`src/rtl/astro_pkg.sv`:
```
// Shared types and constants for the Astrocade ROM loader.
package astro_pkg;

   // Loader sequencing: wait, stream bytes in, fill the cart tail, hold BALLY in reset.
   typedef enum logic [1:0] {
      ST_IDLE = 2'd0,
      ST_LOAD = 2'd1,
      ST_PAD  = 2'd2,
      ST_HOLD = 2'd3
   } astro_state_e;

   localparam logic [7:0] IDX_BIOS = 8'd0;
   localparam logic [7:0] IDX_CART = 8'd1;
   localparam logic [7:0] PAD_BYTE = 8'hFF;

endpackage

```
`src/rtl/astro_hold_timer.sv`:
```
// Loadable down-counter that times the post-load reset hold.
// zero_o is high once the count has reached zero; dec_i stops at zero.
module astro_hold_timer #(
   parameter int unsigned CW = 4
) (
   input  logic          clk_i,
   input  logic          reset_l_i,
   input  logic          load_i,
   input  logic [CW-1:0] load_val_i,
   input  logic          dec_i,
   output logic          zero_o
);

   logic [CW-1:0] cnt_q, cnt_d;

   // Next count: a load wins over a decrement.
   always_comb begin
      cnt_d = cnt_q;
      if (load_i) begin
         cnt_d = load_val_i;
      end else if (dec_i && (cnt_q != '0)) begin
         cnt_d = cnt_q - 1'b1;
      end
   end

   // Count register with synchronous active-low reset.
   always_ff @(posedge clk_i) begin
      if (!reset_l_i) begin
         cnt_q <= '0;
      end else begin
         cnt_q <= cnt_d;
      end
   end

   assign zero_o = (cnt_q == '0);

endmodule

```
`src/rtl/astro_rom_loader.sv`:
```
// Astrocade BIOS/cart loader: routes the HPS download stream into the BIOS or
// cart RAM, pads short carts with FF, then holds BALLY in reset briefly.
// Optional feature macro: ASTRO_ROM_CHECKSUM_EN adds the cart_sum output.
module astro_rom_loader
   import astro_pkg::*;
#(
   parameter int CART_AW     = 13,
   parameter int HOLD_CYCLES = 16
) (
   input  logic               clk_sys,
   input  logic               reset_l,
   input  logic               ioctl_download,
   input  logic               ioctl_wr,
   input  logic [24:0]        ioctl_addr,
   input  logic [7:0]         ioctl_dout,
   input  logic [7:0]         ioctl_index,
   input  logic [CART_AW-1:0] cpu_cart_addr,
   input  logic [CART_AW-1:0] cpu_bios_addr,
   output logic [CART_AW-1:0] cart_ram_addr,
   output logic [CART_AW-1:0] bios_ram_addr,
   output logic               cart_ram_we,
   output logic               bios_ram_we,
   output logic [7:0]         ram_din,
   output logic               sys_reset,
   output logic [13:0]        cart_size,
   output logic               cart_ovf,
   output astro_state_e       dbg_state_o
`ifdef ASTRO_ROM_CHECKSUM_EN
   ,
   output logic [7:0]         cart_sum
`endif
);

   // Handshake: ioctl_wr is a one-cycle valid qualifying ioctl_addr/ioctl_dout.
   // There is no ready; every valid seen in LOAD is consumed in that same cycle,
   // either written to RAM or dropped as out of range.

   localparam int SW = CART_AW + 1;
   localparam int HW = (HOLD_CYCLES > 1) ? $clog2(HOLD_CYCLES) : 1;
   localparam logic [SW-1:0] SIZE_FULL = SW'(1) << CART_AW;
   localparam logic [HW-1:0] HOLD_LOAD = HW'(HOLD_CYCLES - 1);

   astro_state_e       state_q, state_d;
   logic [7:0]         idx_q, idx_d;
   logic [SW-1:0]      size_q, size_d;
   logic               ovf_q, ovf_d;
   logic [CART_AW-1:0] pad_q, pad_d;
   logic               sys_reset_q;
   logic               dl_q;

   logic               in_range;
   logic [SW-1:0]      wr_end;
   logic               dl_rise;
   logic               enter_load;
   logic               cart_we;
   logic               bios_we;
   logic               hold_load;
   logic               hold_dec;
   logic               hold_zero;

   assign in_range = (ioctl_addr[24:CART_AW] == '0);
   assign wr_end   = {1'b0, ioctl_addr[CART_AW-1:0]} + SW'(1);
   assign dl_rise  = ioctl_download & ~dl_q;

   // Next-state, RAM port muxing and size/overflow tracking.
   always_comb begin
      state_d       = state_q;
      idx_d         = idx_q;
      size_d        = size_q;
      ovf_d         = ovf_q;
      pad_d         = pad_q;
      cart_we       = 1'b0;
      bios_we       = 1'b0;
      cart_ram_addr = cpu_cart_addr;
      bios_ram_addr = cpu_bios_addr;
      ram_din       = ioctl_dout;
      hold_load     = 1'b0;
      hold_dec      = 1'b0;
      enter_load    = 1'b0;

      case (state_q)
         ST_IDLE: begin
            if (ioctl_download) begin
               enter_load = 1'b1;
            end
         end
         ST_LOAD: begin
            cart_ram_addr = ioctl_addr[CART_AW-1:0];
            bios_ram_addr = ioctl_addr[CART_AW-1:0];
            if (ioctl_wr) begin
               if (in_range) begin
                  if (idx_q == IDX_BIOS) begin
                     bios_we = 1'b1;
                  end else if (idx_q == IDX_CART) begin
                     cart_we = 1'b1;
                     if (wr_end > size_q) begin
                        size_d = wr_end;
                     end
                  end
               end else begin
                  ovf_d = 1'b1;
               end
            end
            // The size decision includes a write landing in the falling cycle.
            if (!ioctl_download) begin
               pad_d = size_d[CART_AW-1:0];
               if ((idx_q == IDX_CART) && (size_d < SIZE_FULL)) begin
                  state_d = ST_PAD;
               end else begin
                  state_d   = ST_HOLD;
                  hold_load = 1'b1;
               end
            end
         end
         ST_PAD: begin
            if (dl_rise) begin
               enter_load = 1'b1;
            end else begin
               cart_we       = 1'b1;
               cart_ram_addr = pad_q;
               ram_din       = PAD_BYTE;
               if (pad_q == '1) begin
                  state_d   = ST_HOLD;
                  hold_load = 1'b1;
               end else begin
                  pad_d = pad_q + 1'b1;
               end
            end
         end
         ST_HOLD: begin
            if (dl_rise) begin
               enter_load = 1'b1;
            end else if (hold_zero) begin
               state_d = ST_IDLE;
            end else begin
               hold_dec = 1'b1;
            end
         end
         default: begin
            state_d = ST_IDLE;
         end
      endcase

      // A new download latches its target; a cart download starts from scratch.
      if (enter_load) begin
         state_d = ST_LOAD;
         idx_d   = ioctl_index;
         if (ioctl_index == IDX_CART) begin
            size_d = '0;
            ovf_d  = 1'b0;
         end
      end
   end

   // State and bookkeeping registers. sys_reset follows the next state so it
   // drops on the first edge after reset release unless a download starts.
   always_ff @(posedge clk_sys) begin
      if (!reset_l) begin
         state_q     <= ST_IDLE;
         idx_q       <= IDX_BIOS;
         size_q      <= '0;
         ovf_q       <= 1'b0;
         pad_q       <= '0;
         sys_reset_q <= 1'b1;
         dl_q        <= 1'b0;
      end else begin
         state_q     <= state_d;
         idx_q       <= idx_d;
         size_q      <= size_d;
         ovf_q       <= ovf_d;
         pad_q       <= pad_d;
         sys_reset_q <= (state_d != ST_IDLE);
         dl_q        <= ioctl_download;
      end
   end

   astro_hold_timer #(
      .CW (HW)
   ) u_hold_timer (
      .clk_i      (clk_sys),
      .reset_l_i  (reset_l),
      .load_i     (hold_load),
      .load_val_i (HOLD_LOAD),
      .dec_i      (hold_dec),
      .zero_o     (hold_zero)
   );

   // Write enables are blocked while reset is asserted so an abort is clean.
   assign cart_ram_we = cart_we & reset_l;
   assign bios_ram_we = bios_we & reset_l;
   assign sys_reset   = sys_reset_q;
   assign cart_size   = 14'(size_q);
   assign cart_ovf    = ovf_q;
   assign dbg_state_o = state_q;

`ifdef ASTRO_ROM_CHECKSUM_EN
   logic [7:0] sum_q, sum_d;

   // Running mod-256 sum of accepted cart bytes; pad bytes never count.
   always_comb begin
      sum_d = sum_q;
      if (enter_load && (ioctl_index == IDX_CART)) begin
         sum_d = '0;
      end else if ((state_q == ST_LOAD) && ioctl_wr && in_range && (idx_q == IDX_CART)) begin
         sum_d = sum_q + ioctl_dout;
      end
   end

   // Checksum register.
   always_ff @(posedge clk_sys) begin
      if (!reset_l) begin
         sum_q <= '0;
      end else begin
         sum_q <= sum_d;
      end
   end

   assign cart_sum = sum_q;
`endif

endmodule

```
`config.mk`:
```
export PLATFORM = sky130hd
export DESIGN_NAME = astro_rom_loader
export DESIGN_NICKNAME = d
export VERILOG_FILES = /design/src/rtl/astro_pkg.sv /design/src/rtl/astro_hold_timer.sv /design/src/rtl/astro_rom_loader.sv
export SDC_FILE = /design/constraint.sdc
export NUM_CORES = 1
export LEC_CHECK = 0
export CAP_MARGIN = 10
export CORE_MARGIN = 2
export CORE_UTILIZATION = 49
export CTS_CLUSTER_SIZE = 28
export DETAILED_ROUTE_END_ITERATION = 10
export GPL_ROUTABILITY_DRIVEN = 1
export PLACE_DENSITY = 0.85
export SYNTH_ARGS = -nofsm -noshare
export SYNTH_HDL_FRONTEND = slang
export SYNTH_SLANG_ARGS = --single-unit
export TNS_END_PERCENT = 1
```
`constraint.sdc`:
```
create_clock -name clk_sys -period 5.21 [get_ports clk_sys]
set_input_delay 0.521 -clock clk_sys [delete_from_list [all_inputs] [get_ports clk_sys]]
set_output_delay 0.521 -clock clk_sys [all_outputs]
set_load 0.02 [all_outputs]
```
# After elaboration in Yosys (flattened, before gate mapping)
# Cells that the tools add are included.
[totals]
regBits = 44
in_bits = 71
out_inout_bits = 54
elab_cells = 92
[classes]
addsub = 3
order_cmp = 2
eq_ne = 9
mux = 54
n_bitwise = 4
reduce_logical = 12
[ops]
columns = ["cell", "n"]
rows = [
  ["2-to-1 mux 14 bit", 9],
  ["2-to-1 mux 13 bit", 5],
  ["one-hot mux 13 bit (2 select lines)", 2],
  ["2-to-1 mux 1 bit", 24],
  ["equality test 8 x 1 -> 1 bit, second input constant", 2],
  ["2-to-1 mux 8 bit", 2],
  ["adder 13 x 1 -> 14 bit, second input constant", 1],
  ["> comparator 14 bit", 1],
  ["< comparator 14 bit, second input constant", 1],
  ["adder 13 x 1 -> 13 bit, second input constant", 1],
  ["equality test 13 bit, second input constant", 1],
  ["logical NOT 12 bit", 1],
  ["2-to-1 mux 2 bit", 6],
  ["logical NOT 8 bit", 1],
  ["2-to-1 mux 4 bit", 2],
  ["inequality test 2 bit, second input constant", 3],
  ["one-hot mux 1 bit (2 select lines)", 3],
  ["one-hot mux 2 bit (3 select lines)", 1],
  ["nonzero test 2 bit", 3],
  ["equality test 2 bit, second input constant", 2],
  ["logical NOT 4 bit", 1],
  ["AND reduction 4 bit", 1],
  ["nonzero test 4 bit", 1],
  ["subtractor 4 x 1 -> 4 bit, second input constant", 1],
  ["other kinds (6)", 9],
]

# Logic depth before layout (Yosys ltp)
[logic_depth]
ltp_word = 15
depth_mapped = 13
mapped_depth_nobuf = 12

# Hierarchy
# A second synthesis with hierarchy kept.
[unflattened]
hier_cells = 422
hier_area_um2 = 3484.6
[by_module_without_submodules]
columns = ["mod", "instances", "cells_each", "area_each_um2", "seq_area_each_um2"]
rows = [
  ["astro_rom_loader", 1, 391, 3228.1, 800.8],
  ["astro_hold_timer", 1, 31, 256.5, 80.1],
]

# Least setup slack after synthesis
# No wires, ideal clock.
[synth_path]
kind = "input port to flip-flop"
startpoint = "input port ioctl_addr[2]"
endpoint = "register size_q[6], in the netlist cart_size[6]"
setup_time_ns = 0.117
t_arrival_ns = 2.948
required_time_ns = 5.093
setup_slack_ns = 2.145
stages = 12
path_buffers = 1
cell_sequence = "and4_1 > nand4_2 > nor2_1 > xor2_1 > ha_1 > nand4_1 > o41ai_1 > or3_4 > a211oi_4 > buf_8 > mux2i_1 > nor2_1"
[synth_via]
elab_chain_len = 11
[synth_rtl]
columns = ["item", "line_no", "source"]
rows = [
  ["from (decl)", "astro_rom_loader.sv:14", "input logic [24:0] ioctl_addr,"],
  ["adder 13 x 1 -> 14 bit *", "astro_rom_loader.sv:62", "assign wr_end = {1'b0, ioctl_addr[CART_AW-1:0]} + SW'(1);"],
  ["> comparator 14 bit", "astro_rom_loader.sv:96", "if (wr_end > size_q) begin"],
  ["2-to-1 mux 14 bit *", "astro_rom_loader.sv:96", ""],
  ["2-to-1 mux 14 bit *", "astro_rom_loader.sv:94", "end else if (idx_q == IDX_CART) begin"],
  ["2-to-1 mux 14 bit *", "astro_rom_loader.sv:92", "if (idx_q == IDX_BIOS) begin"],
  ["2-to-1 mux 14 bit *", "astro_rom_loader.sv:91", "if (in_range) begin"],
  ["2-to-1 mux 14 bit *", "astro_rom_loader.sv:90", "if (ioctl_wr) begin"],
  ["2-to-1 mux 14 bit * (2 in a row)", "astro_rom_loader.sv:81", "case (state_q)"],
  ["2-to-1 mux 14 bit", "astro_rom_loader.sv:148", "if (ioctl_index == IDX_CART) begin"],
  ["2-to-1 mux 14 bit *", "astro_rom_loader.sv:145", "if (enter_load) begin"],
  ["to (signal assigned)", "astro_rom_loader.sv:169", "size_q <= size_d;"],
  ["to (decl)", "astro_rom_loader.sv:45", "logic [SW-1:0] size_q, size_d;"],
]
# Every way passes the cells marked *; elsewhere a longest branch is shown, timed or not. The select of a mux whose other input is x is not followed.
# A chain may end at the register's enable or synchronous reset.

# Worst setup path after layout
[layout_path]
startpoint = "input port ioctl_addr[3]"
endpoint = "register u_hold_timer.cnt_q[3]"
[layout_via]
elab_chain_len = 14
elab_cells_between_ends = 15
cone_classes = "add/sub (1); order compare (2); mux (10); reduce/logical (2)"
[layout_rtl]
columns = ["item", "line_no", "source"]
rows = [
  ["adder 13 x 1 -> 14 bit *", "astro_rom_loader.sv:62", ""],
  ["> comparator 14 bit", "astro_rom_loader.sv:96", ""],
  ["2-to-1 mux 14 bit *", "astro_rom_loader.sv:96", ""],
  ["2-to-1 mux 14 bit *", "astro_rom_loader.sv:94", ""],
  ["2-to-1 mux 14 bit *", "astro_rom_loader.sv:92", ""],
  ["2-to-1 mux 14 bit *", "astro_rom_loader.sv:91", ""],
  ["2-to-1 mux 14 bit *", "astro_rom_loader.sv:90", ""],
  ["2-to-1 mux 14 bit *", "astro_rom_loader.sv:81", ""],
  ["< comparator 14 bit *", "astro_rom_loader.sv:107", "if ((idx_q == IDX_CART) && (size_d < SIZE_FULL)) begin"],
  ["logical AND 1 bit *", "astro_rom_loader.sv:107", ""],
  ["2-to-1 mux 1 bit *", "astro_rom_loader.sv:107", ""],
  ["2-to-1 mux 1 bit *", "astro_rom_loader.sv:105", "if (!ioctl_download) begin"],
  ["one-hot mux 1 bit (2 select lines) *", "astro_rom_loader.sv:81", ""],
  ["2-to-1 mux 4 bit or nonzero test 2 bit (tied branches)", "n/a", ""],
  ["to (signal assigned)", "astro_hold_timer.sv:31", "cnt_q <= cnt_d;"],
  ["to (decl)", "astro_hold_timer.sv:14", "logic [CW-1:0] cnt_q, cnt_d;"],
]
# Marked as above.

==> flow_metrics.env <==
export IMPL_routedWlPerCell_um=17.01
export IMPL_ir_drop_v=0.0001423
export IMPL_r2r_slack_ns=2.30
export IMPL_p_clk_frac=0.258
export IMPL_nFillCells=555
export IMPL_hold_path_end="cart_ovf$_SDFF_PN0_"
export IMPL_num_io_pins=125
export IMPL_nets=636
export IMPL_timing_rr_start="cart_size[5]$_SDFF_PN0_"
export IMPL_max_freq_mhz=254.8
export IMPL_arrival_ns=4.13
export IMPL_design_area_mm2=0.004890
export IMPL_switching_share=0.3179
export IMPL_ctsResizeCount=0
export IMPL_drt_wl_total_mm=10.87
export IMPL_grt_util_all_layers=0.2789
export IMPL_postCtsHoldBufs=0
export IMPL_row_count=30
export IMPL_port_buffers=124
export IMPL_grt_overflow=0
export IMPL_syn_area_per_cell_um2=8.244
export IMPL_slowest_delay_ns=0.60
export IMPL_n_antenna_cell=0
export IMPL_grt_pass1_vias=3421
export IMPL_drtIter0Drc=305
export IMPL_synth_top_cell_area_share=0.2538
export IMPL_critPathSlowestCell="clkdlybuf4s50_1"
export IMPL_preCtsSetupSlack_ns=1.011
export IMPL_p_leak_nw=1.777
export IMPL_ys_ff_latch=44
export IMPL_final_layout_size_suffix_gt1_frac=0.07182
export IMPL_start_kind="input port"
export IMPL_min_delay_path_depth=2
export IMPL_setup_viol=0
export IMPL_area_growth_pct=40.88
export IMPL_dpl_hpwl_mm=8.488
export IMPL_synthArstFlopShare=0
export IMPL_synth_common_cells="dfxtp_1, nor2_1, nand2_1, mux2i_1, inv_1"
export IMPL_clkLatencyLatePin_ns=0.30
export IMPL_die_w_um=88.16
export IMPL_clk_pin_slew_ns=0.09
export IMPL_htreeDepth=2
export IMPL_cts_root_buf="clkbuf_8"
export IMPL_p_sw_uw=285.6
export IMPL_critPathMaxFanout=16
export IMPL_die_h_um=88.16
export IMPL_pwr_density_cell_mw_per_mm2=183.7
export IMPL_detail_route_vias_per_cell=5.883
export IMPL_seqPwrFrac=0.394
export IMPL_postCtsSetupRepairBufs=0
export IMPL_r2r_cells=8
export IMPL_globalplace_congestion=0.9572
export IMPL_p_comb_frac=0.348
export IMPL_yosysSeqAreaShare=0.2538
export IMPL_critical_path_class="in -> reg"
export IMPL_p_int_uw=612.8
export IMPL_min_from="cart_ovf$_SDFF_PN0_"
export IMPL_grt_max_degree=32
export IMPL_yosysMostFrequentCell="dfxtp_1"
export IMPL_drc=0
export IMPL_clock_path_buffers=2
export IMPL_numCtsBuffers=5
export IMPL_fin_skew_ns=0.008100
export IMPL_synth_fp_nets=515
export IMPL_synthDistinctLibCells=61
export IMPL_fin_tns_setup_ns=0
export IMPL_worstReg2RegEnd="u_hold_timer.cnt_q[1]$_SDFFE_PN0P_"
export IMPL_finalHoldViolCount=0
export IMPL_syn_area_mm2=0.003471
export IMPL_slew_headroom=0.2285
export IMPL_synth_top_flop_cell="dfxtp_1"
export IMPL_initial_core_util=0.5081
export IMPL_setup_ws_ns=1.286
export IMPL_fin_crit_sh=0.7532
export IMPL_grt_pass1_wl_mm=17.02
export IMPL_synth_edf_count=0
export IMPL_drt_pre_antenna_iters=5
export IMPL_netlist_instances=421
export IMPL_synth_area_leaders="dfxtp_1, mux2i_1, ha_1"
export IMPL_cp_required_ns=5.41
export IMPL_worst_pin_slew_ns=1.150
export IMPL_dieArea_mm2=0.007772
export IMPL_endpoint_kind="flip-flop"
export IMPL_fin_crit_ns=3.924
export IMPL_worstPathCellList="clkdlybuf4s50_1, and4_1, nand4_2, nor2_1, xor2_1, ha_1, nand4_1, o41ai_1, or3_4, a21oi_4, a211oi_1, a211o_1"
export IMPL_drv_cap=0
export IMPL_synth_area_leader_cell="dfxtp_1"
export IMPL_status="finished clean"
export IMPL_antenna_found_initial=0
export IMPL_hold_path_class="reg -> reg"
export IMPL_yosys_warnings=0
export IMPL_coreArea_mm2=0.006832
export IMPL_drtAntennaViolNets=0
export IMPL_cts_tree="done"
export IMPL_grt_setup_unrepaired="false"
export IMPL_clock_sinks=44
export IMPL_drv_slew=0
export IMPL_vias=3759
export IMPL_placed_cell_area_mm2=0.004797
-- state kept, by name, indices dropped and copies added (netlist names) --
| signal | flops |
|---|---|
| cart_size | 14 |
| pad_q | 13 |
| idx_q | 8 |
| u_hold_timer.cnt_q | 4 |
| dbg_state_o | 2 |
| cart_ovf | 1 |
| dl_q | 1 |
| sys_reset | 1 |
-- metrics by stage --
step                std cells  utilization  hold slack [ns]  power [mW]
detailed placement        631       0.7022           0.4738      0.6711
global route              639       0.7158           0.5633      0.9383
CTS                       639       0.7158           0.4942      0.8940
floorplan                 421            -           0.4644      0.5229
finish                    639       0.7158           0.4922      0.8984
global placement          631       0.7022           0.4677      0.6651
-- layout make-up --
type | count | area [µm²] | area share
multi-input cells | 336 | 2420 | 0.4949
flip-flops and latches | 44 | 880.8 | 0.1801
inverters | 26 | 97.59 | 0.01996
clock inverters | 2 | 10.01 | 0.002047
well taps | 96 | 120.1 | 0.02456
clock buffers | 6 | 82.58 | 0.01689
repair buffers | 129 | 1279 | 0.2615
-- placed cells by master, fill, tap and decap left out, types with 10 or more instances in the layout --
cell type | Yosys | final
nand4_1 | 10 | 10
nand2b_1 | 13 | 13
o21ai_0 | 12 | 12
nand3_1 | 15 | 15
o22ai_1 | 11 | 11
a21oi_1 | 13 | 13
mux2i_1 | 34 | 34
dfxtp_1 | 44 | 44
inv_1 | 25 | 25
a22o_1 | 24 | 24
clkdlybuf4s50_1 | 0 | 124
ha_1 | 23 | 23
nand2_1 | 37 | 37
mux2_2 | 13 | 13
nor2_1 | 42 | 42
-- how the worst max path moves through the flow --
stage | from | to | cells after the start
floorplan | ioctl_addr[2] | cart_size[6]$_SDFF_PN0_ | 12
global placement | ioctl_addr[2] | u_hold_timer.cnt_q[3]$_SDFFE_PN0P_ | 12
detailed placement | ioctl_addr[2] | u_hold_timer.cnt_q[3]$_SDFFE_PN0P_ | 12
CTS | ioctl_addr[3] | u_hold_timer.cnt_q[3]$_SDFFE_PN0P_ | 12
global route | ioctl_addr[3] | u_hold_timer.cnt_q[3]$_SDFFE_PN0P_ | 12
finish | ioctl_addr[3] | u_hold_timer.cnt_q[3]$_SDFFE_PN0P_ | 12
-- worst max-delay path: cells and delay by family --
| family | cells | cell delay, ns |
|---|---|---|
| AOI/OAI and AO/OA | 4 | 1.15 |
| adders and majority gates | 1 | 0.31 |
| buffers and inverters | 1 | 0.60 |
| xor gates and xnor gates | 1 | 0.30 |
| and+or+nand+nor | 5 | 1.26 |
-- power groups by stage --
stage               Combinational, mW  Sequential, mW  Clock [mW]
finish                          0.313           0.354       0.232
global route                    0.334           0.355       0.249
CTS                             0.312           0.353       0.229
detailed placement              0.310           0.361           0
global placement                0.304           0.361           0
floorplan                       0.160           0.363           0
-- layer usage --
layer | up-vias | part of all wire | track usage
met3 | 16 | 0.10 | 0.04524
met1 | 1717 | 0.43 | 0.3998
li1 | 1791 | - | -
met4 | 0 | 0.017 | 0.07989
met2 | 235 | 0.45 | 0.4327
met5 | - | 0 | 0
-- logic make-up after synthesis --
kind of cell | after synthesis | synth area share
adder cells (fa/ha/maj) | 23 | 0.08291
AND/OR/NAND/NOR | 156 | 0.2365
multiplexers | 47 | 0.1402
buffers and inverters | 41 | 0.04902
XOR/XNOR | 13 | 0.03280
AO/OA/AOI/OAI | 97 | 0.2048
flip-flops | 44 | 0.2538
Power figures use the tool's default switching activity.
